$ cat src/rtl/hash_writer_if.sv
// Digest handshake and output-memory write bus for hash_writer.
// The master side is the controller/core feeding the digest; the slave side
// is hash_writer itself.
interface hash_writer_if #(
  parameter int NUM_WORDS  = 8,
  parameter int WORD_WIDTH = 32,
  parameter int ADDR_WIDTH = 16
);
  logic                            start;
  logic                            hash_valid;
  logic [NUM_WORDS*WORD_WIDTH-1:0] hash_in;
  logic                            hash_ready;
  logic                            write_enable;
  logic [ADDR_WIDTH-1:0]           write_address;
  logic [WORD_WIDTH-1:0]           write_data;
  logic                            write_complete;

  modport master (
    output start, hash_valid, hash_in,
    input  hash_ready, write_enable, write_address, write_data, write_complete
  );

  modport slave (
    input  start, hash_valid, hash_in,
    output hash_ready, write_enable, write_address, write_data, write_complete
  );
endinterface

$ cat src/rtl/hash_writer.sv
// Captures a SHA-256 digest over valid/ready, then streams it one word per
// clock into the output memory starting at BASE_ADDR and flags completion.
//
// state   | meaning
// --------+-----------------------------------------------------------
// S_IDLE  | waiting for a digest; hash_ready follows start
// S_WRITE | one word written per cycle, index selects the word
// S_DONE  | all words written, write_complete held until start drops
module hash_writer #(
  parameter int NUM_WORDS  = 8,
  parameter int WORD_WIDTH = 32,
  parameter int ADDR_WIDTH = 16,
  parameter int BASE_ADDR  = 0
) (
  input  logic          clock,
  input  logic          reset,
  hash_writer_if.slave  bus
);
  typedef enum logic [1:0] {S_IDLE, S_WRITE, S_DONE} state_t;

  localparam int IW = (NUM_WORDS > 1) ? $clog2(NUM_WORDS) : 1;
  localparam logic [IW-1:0]         LAST_IDX = IW'(NUM_WORDS - 1);
  localparam logic [ADDR_WIDTH-1:0] BASE     = ADDR_WIDTH'(BASE_ADDR);

  state_t                r_state;
  logic [IW-1:0]         r_index;
  logic [WORD_WIDTH-1:0] r_buf [NUM_WORDS];
  logic                  r_we;
  logic                  r_complete;
  logic [ADDR_WIDTH-1:0] r_addr;
  logic [WORD_WIDTH-1:0] r_data;

  logic                  w_ready;
  logic                  w_transfer;
  logic [IW-1:0]         w_next_index;
  logic [ADDR_WIDTH-1:0] w_next_addr;
  logic [WORD_WIDTH-1:0] w_hash_word0;

  // reset gates ready so it drops immediately on async reset, not at an edge
  assign w_ready      = !reset && (r_state == S_IDLE) && bus.start;
  assign w_transfer   = w_ready && bus.hash_valid;
  assign w_next_index = r_index + 1'b1;
  assign w_next_addr  = BASE + ADDR_WIDTH'(w_next_index);
  assign w_hash_word0 = bus.hash_in[NUM_WORDS*WORD_WIDTH-1 -: WORD_WIDTH];

  // Sequencer: state, index, digest buffer and registered write outputs
  always_ff @(posedge clock or posedge reset) begin
    if (reset) begin
      r_state    <= S_IDLE;
      r_index    <= '0;
      r_we       <= 1'b0;
      r_complete <= 1'b0;
      r_addr     <= BASE;
      r_data     <= '0;
      for (int i = 0; i < NUM_WORDS; i++) r_buf[i] <= '0;
    end else begin
      case (r_state)
        S_IDLE: begin
          if (w_transfer) begin
            // H0 sits in the MSBs, so word i is counted down from the top
            for (int i = 0; i < NUM_WORDS; i++)
              r_buf[i] <= bus.hash_in[(NUM_WORDS-1-i)*WORD_WIDTH +: WORD_WIDTH];
            r_index    <= '0;
            r_state    <= S_WRITE;
            r_we       <= 1'b1;
            r_addr     <= BASE;
            r_data     <= w_hash_word0;
            r_complete <= 1'b0;
          end
        end
        S_WRITE: begin
          if (!bus.start) begin
            // abort: drop the partial transfer without signalling completion
            r_state <= S_IDLE;
            r_index <= '0;
            r_we    <= 1'b0;
          end else if (r_index == LAST_IDX) begin
            // address and data keep showing the last word while in DONE
            r_state    <= S_DONE;
            r_we       <= 1'b0;
            r_complete <= 1'b1;
          end else begin
            r_index <= w_next_index;
            r_we    <= 1'b1;
            r_addr  <= w_next_addr;
            r_data  <= r_buf[w_next_index];
          end
        end
        S_DONE: begin
          if (!bus.start) begin
            r_state    <= S_IDLE;
            r_index    <= '0;
            r_complete <= 1'b0;
          end
        end
        default: begin
          r_state <= S_IDLE;
          r_index <= '0;
          r_we    <= 1'b0;
        end
      endcase
    end
  end

  assign bus.hash_ready     = w_ready;
  assign bus.write_enable   = r_we;
  assign bus.write_address  = r_addr;
  assign bus.write_data     = r_data;
  assign bus.write_complete = r_complete;
endmodule

$ cat src/flat_wrapper.sv
// flat-port wrapper written by rule: the top's interface ports become plain ports
module hash_writer_flat 
#(
  parameter int NUM_WORDS  = 8,
  parameter int WORD_WIDTH = 32,
  parameter int ADDR_WIDTH = 16,
  parameter int BASE_ADDR  = 0
)
  (clock, reset, bus_start, bus_hash_valid, bus_hash_in, bus_hash_ready, bus_write_enable, bus_write_address, bus_write_data, bus_write_complete);
  hash_writer_if #(.NUM_WORDS(NUM_WORDS), .WORD_WIDTH(WORD_WIDTH), .ADDR_WIDTH(ADDR_WIDTH)) bus_i ();
  input  logic clock;
  input  logic reset;
  input wire logic [$bits(bus_i.start)-1:0] bus_start;
  input wire logic [$bits(bus_i.hash_valid)-1:0] bus_hash_valid;
  input wire logic [$bits(bus_i.hash_in)-1:0] bus_hash_in;
  output wire logic [$bits(bus_i.hash_ready)-1:0] bus_hash_ready;
  output wire logic [$bits(bus_i.write_enable)-1:0] bus_write_enable;
  output wire logic [$bits(bus_i.write_address)-1:0] bus_write_address;
  output wire logic [$bits(bus_i.write_data)-1:0] bus_write_data;
  output wire logic [$bits(bus_i.write_complete)-1:0] bus_write_complete;
  assign bus_i.start = bus_start;
  assign bus_i.hash_valid = bus_hash_valid;
  assign bus_i.hash_in = bus_hash_in;
  assign bus_hash_ready = bus_i.hash_ready;
  assign bus_write_enable = bus_i.write_enable;
  assign bus_write_address = bus_i.write_address;
  assign bus_write_data = bus_i.write_data;
  assign bus_write_complete = bus_i.write_complete;
  hash_writer #(.NUM_WORDS(NUM_WORDS), .WORD_WIDTH(WORD_WIDTH), .ADDR_WIDTH(ADDR_WIDTH), .BASE_ADDR(BASE_ADDR)) u_core (.clock(clock), .reset(reset), .bus(bus_i));
endmodule
$ cat config.mk
export PLATFORM = sky130hd
export DESIGN_NAME = hash_writer_flat
export DESIGN_NICKNAME = d
export VERILOG_FILES = /design/src/rtl/hash_writer_if.sv /design/src/rtl/hash_writer.sv /design/src/flat_wrapper.sv
export SDC_FILE = /design/constraint.sdc
export NUM_CORES = 1
export LEC_CHECK = 0
export ABC_AREA = 1
export BUFFER_PORTS_ARGS = -buffer_cell sky130_fd_sc_hd__buf_4
export CORE_ASPECT_RATIO = 0.5
export CORE_MARGIN = 5
export CORE_UTILIZATION = 41
export DETAILED_ROUTE_END_ITERATION = 8
export GPL_ROUTABILITY_DRIVEN = 0
export PLACE_DENSITY = 0.65
export SETUP_SLACK_MARGIN = 0.05
export SYNTH_ARGS = -nofsm -noshare
export SYNTH_HDL_FRONTEND = slang
export SYNTH_SLANG_ARGS = --single-unit
$ cat constraint.sdc
create_clock -name clock -period 10.9 [get_ports clock]
set_clock_uncertainty 0.05 [all_clocks]
set_input_delay 2.18 -clock clock [delete_from_list [all_inputs] [get_ports clock]]
set_output_delay 2.18 -clock clock [all_outputs]
set_load 0.03 [all_outputs]
==> impl_metrics.csv <==
group,metric,value,unit
status,status,"finished clean",
critical_path,critPathCaptureType,"output port",
placed_design,port_buffers,297,
cells_and_area,n_fill_cell,3554,
grt,grt.met3_usage,3.098,%
floorplan,ios,311,
grt,top_usage_layer,"met2",
detailed_routing,first_pass_iters,7,
critical_path,r2r-end,"u_core.bus.write_data[12]",
grt,grt_use_met2,38.84,%
floorplan,die_y,145.3,µm
grt,grt.total_usage,21.02,%
critical_path,r2r_cells,9,
grt,grt_antenna_before_repair,0,
critical_path,r2r_slack,7120,ps
min_path,hold_end,"u_core.r_index[2]",
cells_and_area,finalNetCount,2465,
job,drv_cap,0,
sta,rsz0062_at_grt,"false",
sta,setup_viol,0,
sta,finalCritPeriodShare,46.19,%
critical_path,r2r_start,"u_core.r_state[1]",
sta,fin_crit,5035,ps
cells_and_area,diodes,0,
power_and_ir_drop,cellPowerDensity,180.1,nW/µm²
sta,whs,436.5,ps
cells_and_area,area_growth,21.33,%
floorplan,fp-row-count,49,
yosys,synth_edf_count,0,
detailed_routing,dr_total_vias,12860,
sta,slew_viol_final,0,
yosys,synth_commonest_cells,"nand2_1, inv_1, dfrtp_1, nor2_1, a21oi_1",
grt,use_met1,25.57,%
sta,fin_ws,5865,ps
yosys,yosys.area.top_type,"dfrtp_1",
clocking,ctsResizeCount,0,
yosys,synthCells,1979,
yosys,yosys.area.top_type_share,49.69,%
detailed_routing,drc_errors,0,
sta,tightest_slew,1088,ps
critical_path,critical_path_arrival,2800,ps
sta,tns,0,ps
yosys,seq_area_frac_synth,49.69,%
clocking,cts_root_buf,"clkbuf_16",
detailed_routing,wl_per_cell,16.15,µm
yosys,syn_area,15010,µm²
clocking,cts_tree,"yes",
clocking,post_cts_buffers,0,
grt,grt_max_degree,136,
clocking,cts_hold_buf,0,
min_path,min_path_cells,2,
cells_and_area,drive_gt1_share,20.41,%
grt,grt_overflow,0,
detailed_routing,drt-total-wl,43650,µm
sta,hold_viol,0,
floorplan,die_w,280.6,µm
clocking,htree_levels,1,
critical_path,critPathMaxFanout,4,
floorplan,core_area,36050,µm²
sta,relSlewSlack,27.48,%
yosys,yosys_warnings,0,
clocking,cts_sinks,298,
power_and_ir_drop,peakVddDrop,0.00007528,V
yosys,synthArstFlopShare,100.0,%
placed_design,hpwl,29280,µm
detailed_routing,ant_nets,0,
yosys,synth.distinct_cells,25,
floorplan,dieArea,40760,µm²
yosys,synth_most_common_cell,"nand2_1",
detailed_routing,vias_per_cell,4.758,
clocking,cts_buffers,29,
yosys,synth_area_leaders,"dfrtp_1, nand2_1, inv_1",
critical_path,critical_path_class,"in2out",
yosys,ys.flop_type,"dfrtp_1",
clocking,clockBufferDepth,3,
clocking,clkTransAtPathRegs,60,ps
critical_path,worst_ep_required_time,8670,ps
yosys,ys_ff_latch,298,
min_path,holdCritStartpoint,"u_core.r_index[2]",
detailed_routing,drt_iter0_markers,987,
grt,grt_pass1_vias,13123,
critical_path,startpoint_type,"primary input",
floorplan,initial_core_util,41.63,%
clocking,clk-insertion-delay-late,560,ps
min_path,hold_path_class,"reg2reg",
sta,max_freq,198.6,MHz
grt,grt_pass1_wl,69660,µm
placed_design,post-place-ws,5355,ps
power_and_ir_drop,power_leakage,9.687,nW
yosys,avgSynthCellArea,7.583,µm²
registers in the layout, indices dropped and copies added (netlist names):
signal                     count
u_core.bus.write_enable        1
u_core.r_buf                 256
u_core.bus.write_address       3
u_core.r_state                 2
u_core.r_index                 3
u_core.bus.write_complete      1
u_core.bus.write_data         32
critical path, stage by stage:
cell	delay [ps]
buf_4	100
inv_1	60
nor4_1	250
buf_4	210
layout by cell type (no fill, tap or decap):
cell type,synthesis,final
clkbuf_16,0,29
inv_1,326,324
or2_1,2,2
o21ai_0,33,33
ha_1,2,1
clkinv_2,0,6
nand3_4,0,1
clkbuf_8,0,4
or2_2,7,7
inv_2,3,3
dfrtp_1,298,297
bufinv_16,0,2
nor2_1,258,258
clkbuf_1,14,6
nor2_8,1,1
a21oi_1,175,175
conb_1,1,13
inv_4,0,1
nand2_2,2,2
ha_4,0,1
nor2_2,3,1
buf_4,14,310
nor2_4,0,2
nand2_1,467,467
a21oi_2,81,81
a31oi_1,1,1
nor4_1,1,1
nand3_1,165,165
or2_0,23,23
inv_8,0,1
dfrtp_4,0,1
power by group:
group          switching [W]  internal [W]  total (W)  leakage [nW]
combinational       0.000550      0.000331   0.000882          5.95
clock               0.000436      0.000558   0.000994         0.445
sequential         0.0000782       0.00133    0.00140          3.29
metrics by stage:
step	total power, W	util (%)	std cells	cell area (µm²)
3_3_place_gp	0.002293	48.03	2656	17310
2_1_floorplan	0.002019	-	1991	15050
4_1_cts	0.003315	50.51	2703	18210
5_1_grt	0.003484	50.51	2703	18210
3_5_place_dp	0.002314	48.03	2656	17310
6_report	0.003279	50.51	2703	18210
layer usage:
layer	routed length [µm]	up-vias
met3	1490	72
met1	17830	6172
li1	-	6417
met2	23090	199
met4	1238	0
met5	0	-
cells by family (layout without fill, tap and decap cells):
family,count (synthesis),count (layout),synth area share [%]
compound gates,290,290,11.71
fa+ha+maj,2,2,0.1667
buf+inv,458,686,12.99
flops,298,298,49.69
other cells,1,13,0.02499
simple gates,930,930,25.42
cell type report:
type	count	area [µm²]	area share (%)
flip-flops and latches	298	7461	40.98
multi-input cells	1235	5675	31.17
repair buffers	310	2327	12.78
inverters	329	1245	6.838
clock buffers	39	803.3	4.412
well taps	484	605.6	3.326
clock inverters	8	90.09	0.4948
worst max path at each step:
stage,startpoint,to,slack (ps)
after floorplan,reset,u_core.bus.write_address[0],440
after global placement,bus_start,u_core.bus.write_data[7],5420
after detailed placement,bus_start,u_core.bus.write_data[12],5350
after CTS,bus_start,bus_hash_ready,5890
after global routing,bus_start,u_core.bus.write_data[7],5570
final,bus_start,bus_hash_ready,5870
Power figures use the tool's default switching activity.
